$ cat src/rtl/ttl_74259_sync.sv
// Synchronous 74259 addressable latch / 1-of-N demultiplexer; Q is registered on Clk.
// Optional macro TTL_74259_TRANSPARENT_EN adds the real chip's transparent bypass onto Q.
module ttl_74259_sync #(
    parameter int                     OUTPUTS      = 8,
    parameter int                     WIDTH_SELECT = $clog2(OUTPUTS),
    parameter logic [OUTPUTS-1:0]     RESET_VALUE  = {OUTPUTS{1'b0}}
) (
    input  logic                    Clk,
    input  logic                    Reset_bar,
    input  logic                    Clear_bar,
    input  logic                    Enable_bar,
    input  logic [WIDTH_SELECT-1:0] Address,
    input  logic                    D,
    output logic [OUTPUTS-1:0]      Q
);

    typedef enum logic [1:0] {
        MODE_CLEAR  = 2'b01,
        MODE_DEMUX  = 2'b00,
        MODE_LATCH  = 2'b10,
        MODE_MEMORY = 2'b11
    } mode_t;

    logic [OUTPUTS-1:0] q_reg;
    logic [OUTPUTS-1:0] next_q;
    mode_t              mode;

    assign mode = mode_t'({Clear_bar, Enable_bar});

    // The mode table applied to the current inputs; feeds both the register and the bypass.
    always_comb begin
        next_q = q_reg;
        case (mode)
            MODE_LATCH:  next_q[Address] = D;
            MODE_MEMORY: next_q = q_reg;
            MODE_DEMUX: begin
                next_q          = '0;
                next_q[Address] = D;
            end
            MODE_CLEAR:  next_q = '0;
            default:     next_q = q_reg;
        endcase
    end

    always_ff @(posedge Clk) begin
        if (!Reset_bar) begin
            q_reg <= RESET_VALUE;
        end else begin
            q_reg <= next_q;
        end
    end

`ifdef TTL_74259_TRANSPARENT_EN
    // In memory mode next_q equals q_reg, so Q stays continuous when enable deasserts.
    assign Q = Reset_bar ? next_q : RESET_VALUE;
`else
    assign Q = q_reg;
`endif

endmodule

$ cat config.mk
export PLATFORM = sky130hd
export DESIGN_NAME = ttl_74259_sync
export DESIGN_NICKNAME = d
export VERILOG_FILES = /design/src/rtl/ttl_74259_sync.sv
export SDC_FILE = /design/constraint.sdc
export NUM_CORES = 1
export LEC_CHECK = 0
export ABC_AREA = 0
export CAP_MARGIN = 20
export CORE_AREA = 2 2 39 41
export DETAILED_ROUTE_END_ITERATION = 12
export DIE_AREA = 0 0 41 43
export GPL_ROUTABILITY_DRIVEN = 0
export PLACE_DENSITY_LB_ADDON = 0.15
export SYNTH_ARGS = -nofsm -noshare
export SYNTH_HDL_FRONTEND = slang
export SYNTH_SLANG_ARGS = --single-unit
$ cat constraint.sdc
create_clock -name Clk -period 0.8 [get_ports Clk]
set_clock_uncertainty 0.05 [all_clocks]
set_input_delay 0.2 -clock Clk [delete_from_list [all_inputs] [get_ports Clk]]
set_output_delay 0.2 -clock Clk [all_outputs]
set_load 0.01 [all_outputs]
==> flow_summary.json <==
{
  "ys_top_cells_by_area": "dfxtp_1 43%, mux2i_1 22%, nand3_1 11%",
  "p_leak_nw": 0.256,
  "crit_buf_inv": 1,
  "worst_path_dominant_cell_family": "flip-flops",
  "seq_power_share_pct": 48.3,
  "crit_fanout": 2,
  "clk_latency_ns": 0.25,
  "dr.pass1.iters": 4,
  "wl_um": 912,
  "start_util_pct": 26.9,
  "tightest_slew_ns": 0.272,
  "clkPwrFrac_pct": 36.6,
  "total_power_mw": 0.848,
  "nNetsFinal": 66,
  "p_sw_share_pct": 24.7,
  "internal_power_mw": 0.639,
  "layout_setup_ws_ns": -0.140,
  "final_max_slew_viol_count": 0,
  "synthesis.area_um2": 372,
  "combPwrFrac_pct": 15.1,
  "cts_num_sinks": 8,
  "post-route-drc-count": 0,
  "slowest_stage": "dfxtp_2",
  "portBuffers": 15,
  "fmax_mhz": 1060,
  "timing.setup.tns_ns": -1.08,
  "hold_depth": 3,
  "path_cells": "buf_6",
  "synthCells": 35,
  "critPathRequiredTime_ns": 0.55,
  "cts_buffers": 3,
  "place_hpwl_um": 678,
  "ir_drop_mv": 0.716,
  "min_period_over_period_pct": 117,
  "synth_seq_cells": 8,
  "vias": 355,
  "drv_cap": 0,
  "endpoint_kind": "output pin",
  "cp.depth": 1,
  "slew_headroom_pct": 81.9,
  "design.die.area_um2": 1760,
  "status": "finished with violations",
  "cts_hold_buf": 0,
  "regToRegSetupSlack_ns": 0.07,
  "io_pins": 16,
  "diodes": 0,
  "antenna_found_initial": 0,
  "min_period_ns": 0.940,
  "switchingPower_mw": 0.209,
  "htreeDepth": 1,
  "final_hold_viol_count": 0,
  "grt_pass1_wl_mm": 1.41,
  "synth_cell_types": 10,
  "die_h_um": 43,
  "synth_top_area_cell": "dfxtp_1",
  "area_growth_pct": 73.1,
  "final_layout_size_suffix_gt1_share_pct": 64.3,
  "setup_violations": 8,
  "cp-start-kind": "register",
  "rsz0062_at_grt": "true",
  "synth_fp_nets": 43,
  "placedCellCount": 69,
  "setup.worst_path.end": "Q[4]",
  "path_clk_slew_ns": 0.05,
  "min_path_type": "input port to register",
  "ant_nets": 0,
  "row_count": 14,
  "core-area_um2": 1380,
  "worst-r2r-cell-count": 3,
  "grt_max_degree": 9,
  "wl_per_cell_um": 12.7,
  "grt_use_total_pct": 12.3,
  "yosysWarnings": 0,
  "postSynthAreaPerCell_um2": 10.6,
  "cts_tree": "yes",
  "grt_pass1_vias": 313,
  "ys_seq_area_share_pct": 43.1,
  "viasPerCell": 4.93,
  "synth.top_cell.area_share_pct": 43.1,
  "violations": "setup timing",
  "root_buffer": "clkbuf_4",
  "cts_buffer_depth": 2,
  "fin_cells": 72,
  "power_density_nw_per_um2": 1320,
  "grt_overflow": 0,
  "critPathArrivalTime_ns": 0.69,
  "critical_path_class": "register to output pin",
  "max_stage_delay_ns": 0.32,
  "die_w_um": 41,
  "initialDrtViolationCount": 10,
  "postCtsSetupBuffers": 0
}
[power groups by stage]
stage / sequential [mW] / combinational (mW) / clock (mW)
floorplan: 0.419 / 0.0434 / 0
global placement: 0.416 / 0.123 / 0
detailed placement: 0.416 / 0.127 / 0
CTS: 0.409 / 0.124 / 0.324
global route: 0.409 / 0.139 / 0.354
finish: 0.409 / 0.128 / 0.311
[per-layer routing]
metal  share of wire [%]  vias up  track usage (%)  routed length (um)
met5                   0        -                0                   0
met4                 1.1        0             12.0                  10
met3                 7.8        2             3.14                  71
met2                  44       12             13.1                 404
met1                  47      161             18.3                 426
li1                    -      180                -                   -
[cells by family (layout without fill, tap and decap cells)]
group / Yosys count / count (layout) / share of synthesized area, %
DFF: 8 / 8 / 43.1
and+or+nand+nor: 17 / 17 / 33.0
muxes: 8 / 8 / 21.5
buffers and inverters: 2 / 23 / 2.35
[per-stage QoR]
step	utilization (%)	hold WS (ns)	cell area [um2]	setup WS [ns]
floorplan	-	0.324	397	0.0165
global placement	43.0	0.411	596	-0.655
detailed placement	43.0	0.410	596	-0.701
CTS	45.8	0.292	634	-0.150
global route	46.5	0.328	643	-0.166
finish	46.5	0.309	643	-0.140
[layout make-up]
cell class                      instances  area, um2
Sequential cell                         8        170
Multi-Input combinational cell         25        256
Tap cell                               16       20.0
Clock buffer                            3       22.5
Timing Repair Buffer                   20        174
Fill cell                             134        741
[Yosys cell counts, drive strengths merged]
cell type / number
and4bb: 3
nor4: 1
nand3: 8
dfxtp: 8
nand4b: 1
mux2i: 8
nand2: 1
nor4b: 3
buf: 1
clkbuf: 1
[cells in the final DEF (no fill, tap or decap)]
cell,count
nor4b_2,1
nor4b_4,2
buf_6,8
nor4_4,1
buf_2,4
nand3_1,8
clkbuf_4,3
mux2i_1,8
and4bb_2,3
nand2_2,1
dlygate4sd2_1,3
buf_4,5
dfxtp_2,8
nand4b_1,1
[worst min path at each step]
stage | start | end
after global routing | Address[0] | register
after global placement | register | register
after CTS | Address[0] | register
final | Address[1] | register
after detailed placement | register | register
after floorplan | Address[1] | register
[what timing repair did]
item,4_1_cts,5_1_grt
pin swaps,4,0
setup endpoints to repair,16,9
gates resized for setup,74,1
No activity file was read; power rests on OpenSTA's default activity.
